$ cat config.mk
export PLATFORM = sky130hd
export DESIGN_NAME = rv_decode_stage
export DESIGN_NICKNAME = d
export VERILOG_FILES = /design/src/rtl/rv_decode_pkg.sv /design/src/rtl/rv_decode_comb.sv /design/src/rtl/rv_decode_stage.sv
export SDC_FILE = /design/constraint.sdc
export NUM_CORES = 1
export LEC_CHECK = 0
export ABC_AREA = 1
export BUFFER_PORTS_ARGS = -buffer_cell sky130_fd_sc_hd__clkbuf_2
export CORE_ASPECT_RATIO = 0.75
export CORE_MARGIN = 8
export CORE_UTILIZATION = 50
export CTS_BUF_LIST = sky130_fd_sc_hd__clkbuf_2 sky130_fd_sc_hd__clkbuf_4 sky130_fd_sc_hd__clkbuf_8
export CTS_CLUSTER_SIZE = 12
export DETAILED_ROUTE_END_ITERATION = 12
export PLACE_DENSITY = 0.84
export SLEW_MARGIN = 20
export SYNTH_ARGS = -nofsm -noshare
export SYNTH_HDL_FRONTEND = slang
export SYNTH_SLANG_ARGS = --single-unit
$ cat constraint.sdc
create_clock -name clk -period 3.9 [get_ports clk]
set_input_delay 0.39 -clock clk [delete_from_list [all_inputs] [get_ports clk]]
set_output_delay 0.39 -clock clk [all_outputs]
set_load 0.02 [all_outputs]
$ cat src/rtl/rv_decode_pkg.sv
// Shared encodings and types for the RV decode stage.
package rv_decode_pkg;

    localparam logic [6:0] OPC_LOAD   = 7'b0000011;
    localparam logic [6:0] OPC_OP_IMM = 7'b0010011;
    localparam logic [6:0] OPC_AUIPC  = 7'b0010111;
    localparam logic [6:0] OPC_STORE  = 7'b0100011;
    localparam logic [6:0] OPC_OP     = 7'b0110011;
    localparam logic [6:0] OPC_LUI    = 7'b0110111;
    localparam logic [6:0] OPC_BRANCH = 7'b1100011;
    localparam logic [6:0] OPC_JALR   = 7'b1100111;
    localparam logic [6:0] OPC_JAL    = 7'b1101111;

    localparam logic [2:0] F3_ADD_SUB = 3'h0;
    localparam logic [2:0] F3_SLL     = 3'h1;
    localparam logic [2:0] F3_SLT     = 3'h2;
    localparam logic [2:0] F3_SLTU    = 3'h3;
    localparam logic [2:0] F3_XOR     = 3'h4;
    localparam logic [2:0] F3_SRL_SRA = 3'h5;
    localparam logic [2:0] F3_OR      = 3'h6;
    localparam logic [2:0] F3_AND     = 3'h7;

    localparam logic [6:0] F7_BASE   = 7'b0000000;
    localparam logic [6:0] F7_ALT    = 7'b0100000;
    localparam logic [6:0] F7_MULDIV = 7'b0000001;

    // OP_LD only decodes when XLEN=64.
    typedef enum logic [5:0] {
        OP_ADD = 6'd0, OP_SUB, OP_SLL, OP_SLT, OP_SLTU, OP_XOR, OP_SRL, OP_SRA, OP_OR, OP_AND,
        OP_ADDI, OP_SLTI, OP_SLTIU, OP_XORI, OP_ORI, OP_ANDI, OP_SLLI, OP_SRLI, OP_SRAI,
        OP_LB, OP_LH, OP_LW, OP_LBU, OP_LHU, OP_SB, OP_SH, OP_SW,
        OP_BEQ, OP_BNE, OP_BLT, OP_BGE, OP_BLTU, OP_BGEU,
        OP_JAL, OP_JALR, OP_LUI, OP_AUIPC,
        OP_MUL = 6'd37, OP_MULH, OP_MULHSU, OP_MULHU, OP_DIV, OP_DIVU, OP_REM, OP_REMU,
        OP_LD = 6'd45,
        OP_ILLEGAL = 6'd63
    } op_e;

    typedef enum logic [1:0] {
        BUF_EMPTY = 2'd0,
        BUF_ONE   = 2'd1,
        BUF_FULL  = 2'd2
    } buf_state_e;

    // Decoded record minus the XLEN-wide immediate, which travels beside it.
    typedef struct packed {
        op_e        op;
        logic [4:0] rd;
        logic [4:0] rs1;
        logic [4:0] rs2;
        logic       rd_we;
        logic       rs1_re;
        logic       rs2_re;
        logic       illegal;
    } dec_t;

endpackage

$ cat src/rtl/rv_decode_comb.sv
// Pure combinational instruction decoder: raw word -> decoded record + immediate.
module rv_decode_comb
    import rv_decode_pkg::*;
#(
    parameter int XLEN = 32,
    parameter int EN_M = 0
) (
    input  logic [31:0]     instr,
    output dec_t            dec,
    output logic [XLEN-1:0] imm
);

    logic [6:0]  opcode;
    logic [2:0]  funct3;
    logic [6:0]  funct7;
    logic        shift_lo_ok;
    logic        shift_ar_ok;
    op_e         op;
    logic        ok;
    logic        use_rd;
    logic        use_rs1;
    logic        use_rs2;
    logic [31:0] imm32;

    assign opcode = instr[6:0];
    assign funct3 = instr[14:12];
    assign funct7 = instr[31:25];

    // On RV64 bit 25 belongs to shamt, so only funct6 is checked.
    assign shift_lo_ok = (XLEN == 64) ? (instr[31:26] == 6'b000000) : (funct7 == F7_BASE);
    assign shift_ar_ok = (XLEN == 64) ? (instr[31:26] == 6'b010000) : (funct7 == F7_ALT);

    // Opcode/funct decode with exact compares; anything unmatched stays illegal.
    always_comb begin
        op      = OP_ILLEGAL;
        ok      = 1'b0;
        use_rd  = 1'b0;
        use_rs1 = 1'b0;
        use_rs2 = 1'b0;
        imm32   = '0;
        case (opcode)
            OPC_OP: begin
                use_rd  = 1'b1;
                use_rs1 = 1'b1;
                use_rs2 = 1'b1;
                if (funct7 == F7_BASE) begin
                    ok = 1'b1;
                    case (funct3)
                        F3_ADD_SUB: op = OP_ADD;
                        F3_SLL:     op = OP_SLL;
                        F3_SLT:     op = OP_SLT;
                        F3_SLTU:    op = OP_SLTU;
                        F3_XOR:     op = OP_XOR;
                        F3_SRL_SRA: op = OP_SRL;
                        F3_OR:      op = OP_OR;
                        default:    op = OP_AND;
                    endcase
                end else if (funct7 == F7_ALT) begin
                    if (funct3 == F3_ADD_SUB) begin
                        ok = 1'b1;
                        op = OP_SUB;
                    end else if (funct3 == F3_SRL_SRA) begin
                        ok = 1'b1;
                        op = OP_SRA;
                    end
                end else if (funct7 == F7_MULDIV && EN_M != 0) begin
                    ok = 1'b1;
                    op = op_e'(6'(OP_MUL) + {3'b000, funct3});
                end
            end
            OPC_OP_IMM: begin
                use_rd  = 1'b1;
                use_rs1 = 1'b1;
                imm32   = {{20{instr[31]}}, instr[31:20]};
                case (funct3)
                    F3_ADD_SUB: begin ok = 1'b1; op = OP_ADDI;  end
                    F3_SLT:     begin ok = 1'b1; op = OP_SLTI;  end
                    F3_SLTU:    begin ok = 1'b1; op = OP_SLTIU; end
                    F3_XOR:     begin ok = 1'b1; op = OP_XORI;  end
                    F3_OR:      begin ok = 1'b1; op = OP_ORI;   end
                    F3_AND:     begin ok = 1'b1; op = OP_ANDI;  end
                    F3_SLL:     begin ok = shift_lo_ok; op = OP_SLLI; end
                    default: begin
                        if (shift_lo_ok) begin
                            ok = 1'b1;
                            op = OP_SRLI;
                        end else if (shift_ar_ok) begin
                            ok = 1'b1;
                            op = OP_SRAI;
                        end
                    end
                endcase
            end
            OPC_LOAD: begin
                use_rd  = 1'b1;
                use_rs1 = 1'b1;
                imm32   = {{20{instr[31]}}, instr[31:20]};
                case (funct3)
                    3'h0: begin ok = 1'b1; op = OP_LB;  end
                    3'h1: begin ok = 1'b1; op = OP_LH;  end
                    3'h2: begin ok = 1'b1; op = OP_LW;  end
                    3'h3: begin ok = (XLEN == 64); op = OP_LD; end
                    3'h4: begin ok = 1'b1; op = OP_LBU; end
                    3'h5: begin ok = 1'b1; op = OP_LHU; end
                    default: ok = 1'b0;
                endcase
            end
            OPC_STORE: begin
                use_rs1 = 1'b1;
                use_rs2 = 1'b1;
                imm32   = {{20{instr[31]}}, instr[31:25], instr[11:7]};
                case (funct3)
                    3'h0: begin ok = 1'b1; op = OP_SB; end
                    3'h1: begin ok = 1'b1; op = OP_SH; end
                    3'h2: begin ok = 1'b1; op = OP_SW; end
                    default: ok = 1'b0;
                endcase
            end
            OPC_BRANCH: begin
                use_rs1 = 1'b1;
                use_rs2 = 1'b1;
                imm32   = {{20{instr[31]}}, instr[7], instr[30:25], instr[11:8], 1'b0};
                case (funct3)
                    3'h0: begin ok = 1'b1; op = OP_BEQ;  end
                    3'h1: begin ok = 1'b1; op = OP_BNE;  end
                    3'h4: begin ok = 1'b1; op = OP_BLT;  end
                    3'h5: begin ok = 1'b1; op = OP_BGE;  end
                    3'h6: begin ok = 1'b1; op = OP_BLTU; end
                    3'h7: begin ok = 1'b1; op = OP_BGEU; end
                    default: ok = 1'b0;
                endcase
            end
            OPC_JAL: begin
                ok     = 1'b1;
                op     = OP_JAL;
                use_rd = 1'b1;
                imm32  = {{12{instr[31]}}, instr[19:12], instr[20], instr[30:21], 1'b0};
            end
            OPC_JALR: begin
                ok      = (funct3 == 3'h0);
                op      = OP_JALR;
                use_rd  = 1'b1;
                use_rs1 = 1'b1;
                imm32   = {{20{instr[31]}}, instr[31:20]};
            end
            OPC_LUI: begin
                ok     = 1'b1;
                op     = OP_LUI;
                use_rd = 1'b1;
                imm32  = {instr[31:12], 12'b0};
            end
            OPC_AUIPC: begin
                ok     = 1'b1;
                op     = OP_AUIPC;
                use_rd = 1'b1;
                imm32  = {instr[31:12], 12'b0};
            end
            default: ok = 1'b0;
        endcase
    end

    // Illegal words collapse to a clean record: no fields, no immediate.
    always_comb begin
        dec.op      = ok ? op : OP_ILLEGAL;
        dec.rd      = (ok && use_rd)  ? instr[11:7]  : 5'd0;
        dec.rs1     = (ok && use_rs1) ? instr[19:15] : 5'd0;
        dec.rs2     = (ok && use_rs2) ? instr[24:20] : 5'd0;
        dec.rd_we   = ok && use_rd;
        dec.rs1_re  = ok && use_rs1;
        dec.rs2_re  = ok && use_rs2;
        dec.illegal = !ok;
        imm         = ok ? XLEN'($signed(imm32)) : '0;
    end

endmodule

$ cat src/rtl/rv_decode_stage.sv
// Decode stage: decoder at the input feeding a 2-entry skid buffer.
//  state | meaning
//  EMPTY | nothing held, out_valid=0
//  ONE   | output register holds a record
//  FULL  | output and skid registers both hold records, in_ready=0
module rv_decode_stage
    import rv_decode_pkg::*;
#(
    parameter int XLEN = 32,
    parameter int EN_M = 0,
    parameter int PC_W = 32
) (
    input  logic            clk,
    input  logic            rst_n,
    input  logic            flush,
    input  logic            in_valid,
    output logic            in_ready,
    input  logic [31:0]     in_instr,
    input  logic [PC_W-1:0] in_pc,
    output logic            out_valid,
    input  logic            out_ready,
    output logic [5:0]      out_op,
    output logic [4:0]      out_rd,
    output logic [4:0]      out_rs1,
    output logic [4:0]      out_rs2,
    output logic            out_rd_we,
    output logic            out_rs1_re,
    output logic            out_rs2_re,
    output logic [XLEN-1:0] out_imm,
    output logic            out_illegal,
    output logic [PC_W-1:0] out_pc
);

    buf_state_e      state_q, state_d;
    logic            in_ready_q;
    dec_t            dec, out_dec_q, skid_dec_q;
    logic [XLEN-1:0] imm, out_imm_q, skid_imm_q;
    logic [PC_W-1:0] out_pc_q, skid_pc_q;
    logic            in_xfer, out_xfer;
    logic            ld_out, ld_skid, skid_to_out;

    rv_decode_comb #(.XLEN(XLEN), .EN_M(EN_M)) u_decode (
        .instr (in_instr),
        .dec   (dec),
        .imm   (imm)
    );

    assign out_valid = (state_q != BUF_EMPTY);
    assign in_ready  = in_ready_q;
    assign in_xfer   = in_valid && in_ready_q;
    assign out_xfer  = out_valid && out_ready;

    // Next-state and register-load steering; flush overrides every transfer.
    always_comb begin
        state_d     = state_q;
        ld_out      = 1'b0;
        ld_skid     = 1'b0;
        skid_to_out = 1'b0;
        case (state_q)
            BUF_EMPTY: begin
                if (in_xfer) begin
                    state_d = BUF_ONE;
                    ld_out  = 1'b1;
                end
            end
            BUF_ONE: begin
                if (in_xfer && out_xfer) begin
                    ld_out = 1'b1;
                end else if (in_xfer) begin
                    state_d = BUF_FULL;
                    ld_skid = 1'b1;
                end else if (out_xfer) begin
                    state_d = BUF_EMPTY;
                end
            end
            BUF_FULL: begin
                if (out_xfer) begin
                    state_d     = BUF_ONE;
                    skid_to_out = 1'b1;
                end
            end
            default: state_d = BUF_EMPTY;
        endcase
        if (flush) begin
            state_d     = BUF_EMPTY;
            ld_out      = 1'b0;
            ld_skid     = 1'b0;
            skid_to_out = 1'b0;
        end
    end

    // State register; in_ready is precomputed from next state so it stays a pure flop.
    always_ff @(posedge clk or negedge rst_n) begin
        if (!rst_n) begin
            state_q    <= BUF_EMPTY;
            in_ready_q <= 1'b0;
        end else begin
            state_q    <= state_d;
            in_ready_q <= (state_d != BUF_FULL);
        end
    end

    // Output and skid record registers.
    always_ff @(posedge clk or negedge rst_n) begin
        if (!rst_n) begin
            out_dec_q  <= '0;
            out_imm_q  <= '0;
            out_pc_q   <= '0;
            skid_dec_q <= '0;
            skid_imm_q <= '0;
            skid_pc_q  <= '0;
        end else begin
            if (ld_out) begin
                out_dec_q <= dec;
                out_imm_q <= imm;
                out_pc_q  <= in_pc;
            end else if (skid_to_out) begin
                out_dec_q <= skid_dec_q;
                out_imm_q <= skid_imm_q;
                out_pc_q  <= skid_pc_q;
            end
            if (ld_skid) begin
                skid_dec_q <= dec;
                skid_imm_q <= imm;
                skid_pc_q  <= in_pc;
            end
        end
    end

    assign out_op      = out_dec_q.op;
    assign out_rd      = out_dec_q.rd;
    assign out_rs1     = out_dec_q.rs1;
    assign out_rs2     = out_dec_q.rs2;
    assign out_rd_we   = out_dec_q.rd_we;
    assign out_rs1_re  = out_dec_q.rs1_re;
    assign out_rs2_re  = out_dec_q.rs2_re;
    assign out_illegal = out_dec_q.illegal;
    assign out_imm     = out_imm_q;
    assign out_pc      = out_pc_q;

endmodule

==> results of run 1 <==
[cell usage in the layout, fill, tap and decap left out, types with 3 or more instances in the layout]
| cell type | instances |
|---|---|
| nand2_1 | 334 |
| dfrtp_1 | 181 |
| clkbuf_2 | 158 |
| nand3_1 | 132 |
| inv_1 | 101 |
| o21ai_0 | 83 |
| nor2_1 | 53 |
| o211ai_1 | 42 |
| nand4_1 | 27 |
| o21ai_1 | 21 |
| clkbuf_8 | 20 |
| o21bai_1 | 16 |
| inv_2 | 12 |
| a21oi_1 | 9 |
| buf_4 | 8 |
| nand2_2 | 7 |
| a21boi_2 | 6 |
| nor2_4 | 6 |
| ha_1 | 5 |
| clkinv_2 | 4 |
| nand3_2 | 3 |
| nor3_1 | 3 |
[state kept, by name (all words and copies together), names as in the netlist]
name,cells
out_imm,32
out_pc,32
skid_imm_q,32
skid_pc_q,32
skid_dec_q,25
out_op,6
out_rd,5
out_rs1,5
out_rs2,5
state_q,2
in_ready,1
out_illegal,1
out_rd_we,1
out_rs1_re,1
out_rs2_re,1
[stage by stage]
stage	cell area, sq um	setup slack, ns	power (mW)
4_1_cts	10200	1.42	4.24
6_report	10200	1.37	4.19
2_1_floorplan	8920	2.24	2.64
3_5_place_dp	9840	1.20	2.93
5_1_grt	10200	1.15	4.40
3_3_place_gp	9840	1.27	2.91
[worst paths after layout]
check                                       to  slack, ns           start
worst max-delay path                out_rs1[2]       1.37      state_q[0]
worst min-delay path               out_imm[28]      0.001           rst_n
worst max register to register      out_rs1[2]       1.37      state_q[0]
worst min register to register  skid_imm_q[15]       0.49  skid_imm_q[15]
max in group asynchronous        skid_dec_q[6]       2.87           rst_n
min in group clk                  skid_pc_q[4]       0.15        in_pc[4]
[power by group]
group | internal [mW] | leakage, nW | switching, mW | total [mW]
Clock | 0.630 | 0.210 | 0.664 | 1.29
Sequential | 2.10 | 2.34 | 0.0879 | 2.18
Combinational | 0.221 | 2.67 | 0.488 | 0.710
Total | 2.95 | 5.22 | 1.24 | 4.19
[cell families after synthesis]
family | after synthesis | share of synthesized area [%]
compound gates | 185 | 12.6
fa+ha+maj | 5 | 0.701
buf+inv | 174 | 8.26
flops | 181 | 50.8
simple gates | 571 | 27.7
[area by class of cell]
class / count / area [sq um] / area share [%]
multi-input combinational: 761 / 3680 / 35.9
tap: 242 / 303 / 2.96
sequential: 181 / 4530 / 44.2
timing repair buffer: 169 / 902 / 8.81
inverter: 113 / 424 / 4.14
clock inverter: 11 / 123 / 1.20
clock buffer: 21 / 283 / 2.76
[routing by layer]
| metal | up-vias | part of all wire, % |
|---|---|---|
| li1 | 3899 | - |
| met1 | 3966 | 44 |
| met2 | 386 | 44 |
| met3 | 43 | 9.9 |
| met4 | 0 | 2.5 |
| met5 | - | 0 |
[worst reg2reg max path: cells and delay by family, from the launching register on]
| family | cells | cell delay (ns) |
|---|---|---|
| flip-flops | 1 | 0.41 |
| buffers and inverters | 4 | 1.23 |
| AO/OA/AOI/OAI | 2 | 0.21 |
| AND/OR/NAND/NOR | 4 | 0.60 |
==> summary.md, run 1 <==
| Metric | Value |
|---|---|
| Status | completed |
| Syn avg cell area | 8.00 sq um |
| Share of flip-flops with an asynchronous set or reset | 100% |
| Ys flop type | dfrtp_1 |
| Cts-stage hold buffer count | 0 |
| Via Count | between 8000 and 9000 |
| Net Count, Synth | 1190 |
| Buffer and inverter count on the worst path | 4 |
| Sum of negative setup slack | 0 ns |
| Number of cell rows | 42 |
| Finish-stage setup viols | 0 |
| Via density per instance | between 5 and 6 |
| Largest incremental delay on the critical path | 0.45 ns |
| DIE HEIGHT | 132 microns |
| Global Route Usage Sum | 23.3% |
| Hold Path Class | input port to async pin |
| Global route total overflow | 0 |
| Critical-path cell list | inv_1 -> nor2_1 -> nor2_4 -> inv_2 -> nand2_1 -> inv_2 -> buf_12 -> nand2_1 -> o21ai_0 -> o21bai_1 |
| Final standard cell count with taps included and fillers excluded | 1498 |
| Drt wl/cell | ~17 microns |
| Post-placement cell count | 1466 |
| F_max | 396 MHz |
| Portion of synthesized cell area occupied by the leading cell type | 50.8% |
| MaxCap Viol Count | 0 |
| Number of H-tree levels | 4 |
| Gate Count Post-Synth | approximately 1100 |
| Data arrival at the endpoint of the critical path | 2.89 ns |
| Io pins | 160 |
| TritonCTS clock tree | done |
| Layout Skew | about 0.021 ns |
| Worst Reg2Reg Path Length in Cells | 10 |
| Number of antenna-violating nets in the routed design | 0 |
| Root Buffer | clkbuf_8 |
| Final Max Slew Viols | 0 |
| Met1 Resource Use GR | about a third |
| Clock tree buffer depth | 2 |
| Weighted congestion at the end of routability-driven global placement | 0.964 |
| Clock transition at path regs | approximately 0.10 ns |
| CTS Buf Count | 17 |
| DR DRC count | 0 |
| Power density of the placed cells | slightly above 400 mW/mm^2 |
| Global-route layer with the greatest usage | met2 |
| Total of cells resized after clock tree synthesis | 0 |
| Global-route wire length before repair | 42000 microns |
| Initial core utilization | 50.8% |
| Portion of the post-synthesis area used by sequential elements | 50.8% |
| Setup fix buffers added after clock tree synthesis | 0 |
| Final WL | 26000 microns |
| Largest fanout on the critical path | 54 |
| Die width | 170 microns |
| Layout cells sized above 1 | 19.1% |
| Final period demand of the worst path | 2.53 ns |
| Number of optimization iterations in the first detailed-route pass | 6 |
| Nets | 1317 |
| RSZ-0062 raised after global routing | no |
| Number of global-route vias before repair | 7993 |
| Util after Layout | 58.3% |
| Cell family with most CP delay | buffers and inverters |
| Number of enable-type register cells in the synthesized netlist | 0 |
| Number of filler cells placed in the layout | 1667 |
| Endpoint required time on the critical path | 4.27 ns |
| Hold Slack | 0.00122 ns |
| Kind of end point of the critical path | flip-flop |
| Worst skew pair latency | around 0.46 ns |
| Number of different library cells in the post-synthesis netlist | 33 |
| Kind of critical path | flip-flop to flip-flop |
| Max_slew headroom | 31.0% |
| Slowest stage cell on the critical path | inv_2 |
| Synthesized flop and latch total | 181 |
| Cell with the most instances after synthesis | nand2_1 |
| Worst Tran Pin Value | 1.03 ns |
| Area growth syn-to-layout | 14.8% |
| Part of the cycle the worst path needs | 64.8% |
| Library cell occupying the most area in the post-synthesis netlist | dfrtp_1 |
| Category of the worst setup path launch point | flip-flop |
| Antenna violations before repair | 0 |
| Ys Warns | 0 |
| Inserted Diodes | 0 |
| Pin count of the biggest net entering global routing | 111 |
| Met2 usage | 33.4% |
| Largest cells by area after synthesis | dfrtp_1 (51%), nand2_1 (14%), nand3_1 (7.5%), o21ai_0 (4.7%), inv_1 (4.2%) |
| Leak pwr | 5.22 nW |
| Met3 Resource Use GR | just over 7% |
| Instance count on the critical path | 10 |
| Top cell types by occurrence after synthesis | nand2_1 (334), dfrtp_1 (181), nand3_1 (133) |
| IO Port Bufs | roughly 160 |
| Initial drt markers | 898 |
| Cell area after technology mapping | 0.00892 sq mm |
| Full die area | 0.0224 sq mm |
| Peak supply drop | 0.230 mV |
| Placed wire-length estimate | 18100 microns |
| Final Hold Violating Endpoints | 0 |
| Clk sink count | 181 |
| Placeable Area | about 0.018 sq mm |
No activity file was read; power rests on OpenSTA's default activity.
==> inputs of run 2 (changes only) <==
Settings changed: PLACE_DENSITY 0.84 to 0.87.
Clock period 3.9 ns to 2.3 ns, I/O delays scaled along.
==> run 2 against run 1 <==
Worst setup slack got worse by 1.1 ns. First-iteration DRC count grew 7.5%. Count of clock-buffer cells in the layout decreased by 2. Die area unchanged. Non-clock buffer count up 49. Sequential power is 70% higher. Wire length up 2.2%. Critical path depth is 4 lower. Clock power grew 90%. Global-route usage rose by 0.52 points. Maximum frequency grew 24%. Largest power group unchanged.
==> summary.md, run 2 (synthesis results as in run 1) <==
| Metric | Value |
|---|---|
| Util after Layout | 61.5% (+3.1 points) |
| Initial core utilization | 50.8% (unchanged) |
| Full die area | 0.0224 sq mm (unchanged) |
| Met3 Resource Use GR | 6.31% (-0.84 points) |
| Number of antenna-violating nets in the routed design | 0 (unchanged) |
| Worst skew pair latency | 0.47 ns (about the same) |
| Die width | 170 microns (unchanged) |
| Number of cell rows | 42 (unchanged) |
| Final worst slack | 0.264 ns (-1.11 ns) |
| Global-route wire length before repair | 43000 microns (+2.4%) |
| Clk sink count | 181 (unchanged) |
| Max_slew headroom | 50.9% (+20 points) |
| Leading cell types in the layout, fill and taps excluded | nand2_1 (334), dfrtp_1 (181), clkbuf_2 (158) |
| Data arrival at the endpoint of the critical path | 2.41 ns (-0.48 ns) |
| Status | completed |
| Initial drt markers | 965 (+7.5%) |
| Pin count of the biggest net entering global routing | 69 (-38%) |
| Global Route Usage Sum | 23.8% (+0.52 points) |
| Largest fanout on the critical path | 66 (+22%) |
| IO Port Bufs | 159 (unchanged) |
| Clock transition at path regs | 0.09 ns (about the same) |
| Antenna violations before repair | 2 (+2) |
| Nets | 1366 (+3.7%) |
| RSZ-0062 raised after global routing | no |
| Power density of the placed cells | 689 mW/mm^2 (+68%) |
| Final Max Slew Viols | 0 (unchanged) |
| Placed inst area | 0.0100 sq mm (+1.7%) |
| Number of optimization iterations in the first detailed-route pass | 6 (unchanged) |
| Root Buffer | clkbuf_8 |
| DP Worst Slack | 0.293 ns (-0.907 ns) |
| Leak pwr | 5.47 nW (+4.8%) |
| Kind of critical path | flip-flop to flip-flop |
| Placeable Area | 0.0176 sq mm (unchanged) |
| Weighted congestion at the end of routability-driven global placement | 0.967 (+0.32%) |
| Hold Slack | 0.0266 ns (+0.0254 ns) |
| Part of the cycle the worst path needs | 88.5% (+24 points) |
| Hold Path Class | input port to flip-flop |
| Area growth syn-to-layout | 20.9% |
| Clock tree buffer depth | 2 (unchanged) |
| DR DRC count | 0 (unchanged) |
| Placed wire-length estimate | 18700 microns (+3.5%) |
| Met2 usage | 35.8% (+2.5 points) |
| Final WL | 26500 microns (+2.2%) |
| Number of H-tree levels | 4 (unchanged) |
| Global route total overflow | 0 (unchanged) |
| Final standard cell count with taps included and fillers excluded | 1549 (+3.4%) |
| Layout cells sized above 1 | 19.6% (+0.51 points) |
| F_max | 491 MHz (+24%) |
| Final period demand of the worst path | 2.04 ns (-0.490 ns) |
| Sum of negative setup slack | 0 ns (unchanged) |
| Endpoint required time on the critical path | 2.67 ns (-1.60 ns) |
| Peak supply drop | 0.407 mV (+77%) |
| Most common cell after layout, fill and taps aside | nand2_1 |
| Finish-stage setup viols | 0 (unchanged) |
| Io pins | 160 (unchanged) |
| Total of cells resized after clock tree synthesis | 0 (unchanged) |
| Setup slack of the most critical reg-to-reg path | 0.26 ns (-1.11 ns) |
| DIE HEIGHT | 132 microns (unchanged) |
| Met1 Resource Use GR | 33.0% (+0.30 points) |
| TritonCTS clock tree | done |
| Drt wl/cell | 17.1 microns (-1.2%) |
| Layout Skew | 0.0102 ns (-0.0111 ns) |
| Final Hold Violating Endpoints | 0 (unchanged) |
| Cts-stage hold buffer count | 33 (+33) |
| Post-placement cell count | 1482 (+1.1%) |
| Cell area after layout | 0.0108 sq mm (+5.4%) |
| Number of global-route vias before repair | 8263 (+3.4%) |
| PnR Total Power | 7.43 mW (+77%) |
| Via Count | 8518 (+2.7%) |
| MaxCap Viol Count | 0 (unchanged) |
| Worst Tran Pin Value | 0.737 ns (-0.298 ns) |
| Global-route layer with the greatest usage | met2 |
| Via density per instance | 5.50 (-0.68%) |
| CTS Buf Count | 17 (unchanged) |
| Kind of end point of the critical path | flip-flop |
| Category of the worst setup path launch point | flip-flop |
| Setup fix buffers added after clock tree synthesis | 0 (unchanged) |
run 2: changes by cell type in the layout (fill, tap and decap cells not counted), sizes merged, moves of 2 or more:
| cell | before | now |
|---|---|---|
| buf | 11 | 27 |
| bufinv | 2 | 4 |
| clkbuf | 179 | 177 |
| clkinv | 6 | 4 |
| diode | 0 | 2 |
| dlygate4sd3 | 0 | 33 |
| inv | 115 | 118 |
run 2: worst paths after layout:
path	from	to	cells after the start
worst min-delay path	flush	state_q[1]	2
min in group asynchronous	rst_n	out_imm[29]	2
worst min register to register	skid_dec_q[1]	skid_dec_q[1]	2
max in group asynchronous	rst_n	out_pc[22]	3
worst max register to register	state_q[1]	out_imm[4]	6
worst max-delay path	state_q[1]	out_imm[4]	6
run 2: critical path: stages (launching register included):
cell and delay [ns]:
dfrtp_1 0.37, inv_1 0.16, nand3_1 0.29, nor2_4 0.18, buf_4 0.60, nand3_1 0.19, o211ai_1 0.13
run 2: final cells by class:
type,instances,area (sq um)
Fill cell,1569,6760
Sequential cell,181,4530
Multi-Input combinational cell,761,3680
Timing Repair Buffer,218,1400
Inverter,113,424
Tap cell,242,303
Clock buffer,19,255
Clock inverter,13,195
Antenna cell,2,5.00
run 2: metal layers:
| metal | vias up | routed length, microns |
|---|---|---|
| met5 | - | 0 |
| met4 | 0 | 674 |
| met3 | 45 | 2700 |
| met2 | 452 | 12000 |
| met1 | 4027 | 11200 |
| li1 | 3994 | - |
run 2: power by group:
group	leakage (nW)	switching (mW)	internal, mW
Combinational	2.90	0.845	0.429
Clock	0.229	1.20	1.25
Sequential	2.34	0.157	3.55
Total	5.47	2.20	5.23
==> inputs of run 3 (changes only) <==
Settings changed: BUFFER_PORTS_ARGS -buffer_cell sky130_fd_sc_hd__clkbuf_2 to -buffer_cell sky130_fd_sc_hd__buf_2.
==> run 3 against run 2 <==
Total power shrank 2.7%. Core utilization grew 0.24 points. Clock skew shrank 0.0012 ns. Critical path type is now input port to flip-flop. Largest cell class unchanged. Sequential cell count is the same. Largest power group unchanged. Count of clock-buffer cells in the layout is the same. Global-route usage grew 0.52 points. Register-to-register slack gained 0.21 ns.
==> summary.md, run 3 (synthesis results as in run 1) <==
| Metric | Value |
|---|---|
| Placeable Area | 0.0176 sq mm (unchanged) |
| Number of filler cells placed in the layout | 1542 (-1.7%) |
| DR DRC count | 0 (unchanged) |
| Int Power | 5.04 mW (-3.7%) |
| Layout Skew | 0.00900 ns (-0.00121 ns) |
| Power density of the placed cells | 667 mW/mm^2 (-3.1%) |
| Max_slew headroom | 53.6% (+2.7 points) |
| Most common cell after layout, fill and taps aside | nand2_1 |
| DP Worst Slack | 0.0883 ns (-0.205 ns) |
| Nets | 1372 (+0.44%) |
| Final Hold Violating Endpoints | 0 (unchanged) |
| Global route total overflow | 0 (unchanged) |
| Final Max Slew Viols | 0 (unchanged) |
| RSZ-0062 raised after global routing | no |
| Global Route Usage Sum | 24.3% (+0.52 points) |
| Weighted congestion at the end of routability-driven global placement | 0.946 (-2.1%) |
| Final WL | 27200 microns (+2.5%) |
| Area growth syn-to-layout | 21.4% |
| Clk sink count | 181 (unchanged) |
| Post-placement cell count | 1487 (+0.34%) |
| Leading cell types in the layout, fill and taps excluded | nand2_1 (334), dfrtp_1 (181), buf_2 (158) |
| Finish-stage setup viols | 0 (unchanged) |
| Setup fix buffers added after clock tree synthesis | 0 (unchanged) |
| Via density per instance | 5.49 (-0.20%) |
| Sequential power share | 51.2% (+1.3 points) |
| Io pins | 160 (unchanged) |
| Share of total power consumed by net switching | 30.3% (+0.69 points) |
| Number of antenna-violating nets in the routed design | 0 (unchanged) |
| Cts-stage hold buffer count | 34 (+3.0%) |
| Antenna violations before repair | 2 (unchanged) |
| Net switching component of the power | 2.19 mW (-0.44%) |
| Logic pwr share | 18.0% (+0.9 points) |
| Root Buffer | clkbuf_8 |
| Data arrival at the endpoint of the critical path | 2.31 ns (-0.10 ns) |
| CTS Buf Count | 17 (unchanged) |
| Clock transition at path regs | 0.09 ns (about the same) |
| IO Port Bufs | 159 (unchanged) |
| Leak pwr | 5.52 nW (+0.97%) |
| Number of cell rows | 42 (unchanged) |
| F_max | 508 MHz (+3.5%) |
| Worst skew pair latency | 0.45 ns (-0.02 ns) |
| Via Count | 8534 (+0.19%) |
| Kind of critical path | input port to flip-flop |
| Part of the cycle the worst path needs | 85.5% (-3.0 points) |
| DIE HEIGHT | 132 microns (unchanged) |
| TritonCTS clock tree | done |
| Number of global-route vias before repair | 8227 (-0.44%) |
| Layout cells sized above 1 | 19.9% (+0.29 points) |
| Placed wire-length estimate | 19200 microns (+2.6%) |
| Clock tree buffer depth | 2 (unchanged) |
| Drt wl/cell | 17.5 microns (+2.2%) |
| Initial drt markers | 1093 (+13%) |
| Full die area | 0.0224 sq mm (unchanged) |
| Final standard cell count with taps included and fillers excluded | 1555 (+0.39%) |
| Final period demand of the worst path | 1.97 ns (-0.0694 ns) |
| Number of optimization iterations in the first detailed-route pass | 6 (unchanged) |
| Pin count of the biggest net entering global routing | 73 (+5.8%) |
| Category of the worst setup path launch point | input port |
| Kind of end point of the critical path | flip-flop |
| Hold Path Class | input port to flip-flop |
| Largest fanout on the critical path | 47 (-29%) |
| Status | completed |
| Global-route wire length before repair | 43800 microns (+1.8%) |
| Clock network fraction of design power | 30.8% (-2.1 points) |
| Initial core utilization | 50.8% (unchanged) |
| Final worst slack | 0.333 ns (+0.0694 ns) |
| MaxCap Viol Count | 0 (unchanged) |
| Number of H-tree levels | 4 (unchanged) |
| Worst Tran Pin Value | 0.697 ns (-0.0398 ns) |
| Total of cells resized after clock tree synthesis | 0 (unchanged) |
| Peak supply drop | 0.396 mV (-2.7%) |
| Endpoint required time on the critical path | 2.64 ns (-0.03 ns) |
| Die width | 170 microns (unchanged) |
| PnR Total Power | 7.23 mW (-2.7%) |
| Sum of negative setup slack | 0 ns (unchanged) |
run 3: worst paths after layout:
kind	startpoint	slack [ns]	cells past startpoint	to
max in group asynchronous	rst_n	1.27	3	out_pc[6]
worst min-delay path	in_instr[8]	0.09	3	out_rd[1]
worst max register to register	state_q[1]	0.47	10	out_rd[0]
worst min register to register	out_op[2]	0.48	2	out_op[2]
worst max-delay path	flush	0.33	12	out_rd[0]
min in group asynchronous	rst_n	0.33	2	out_imm[27]
run 3: power groups by stage:
stage / Sequential, mW / Clock, mW / Combinational, mW
3_5_place_dp: 3.76 / 0 / 1.25
5_1_grt: 3.73 / 2.39 / 1.45
3_3_place_gp: 3.74 / 0 / 1.22
6_report: 3.70 / 2.23 / 1.30
4_1_cts: 3.70 / 2.27 / 1.30
2_1_floorplan: 3.91 / 0 / 0.573
run 3: cell type report:
cell class | count | area [sq um] | area share, %
multi-input cells | 761 | 3680 | 33.9
well taps | 242 | 303 | 2.79
repair buffers | 224 | 1490 | 13.7
clock buffers | 19 | 262 | 2.41
flip-flops and latches | 181 | 4530 | 41.8
clock inverters | 13 | 146 | 1.35
inverters | 113 | 424 | 3.92
diodes | 2 | 5.00 | 0.0462
run 3: metal layers:
layer | global-route usage [%] | routed length (microns) | vias to the layer above
met2 | 36.3 | 12300 | 431
met1 | 33.7 | 11500 | 4061
met4 | 6.76 | 561 | 0
li1 | - | - | 4008
met5 | 0 | 0 | -
met3 | 7.42 | 2890 | 34
run 3: worst max-delay path, stage by stage:
cell           delay [ns]
dlygate4sd3_1        0.53
buf_2                0.16
inv_2                0.19
nand3_1              0.23
nor2_4               0.21
inv_2                0.05
nand2_1              0.10
inv_2                0.08
buf_12               0.19
nand2_1              0.07
o21ai_0              0.08
o21bai_1             0.18
run 3: per-stage QoR:
step	utilization (%)	hold slack (ns)	cell area [sq um]
after global placement	57.4	0.287	10100
final	61.7	0.0851	10800
after floorplan	-	-0.0656	8920
after detailed placement	57.4	0.298	10100
after CTS	61.7	0.0690	10800
after global routing	61.7	0.0971	10800
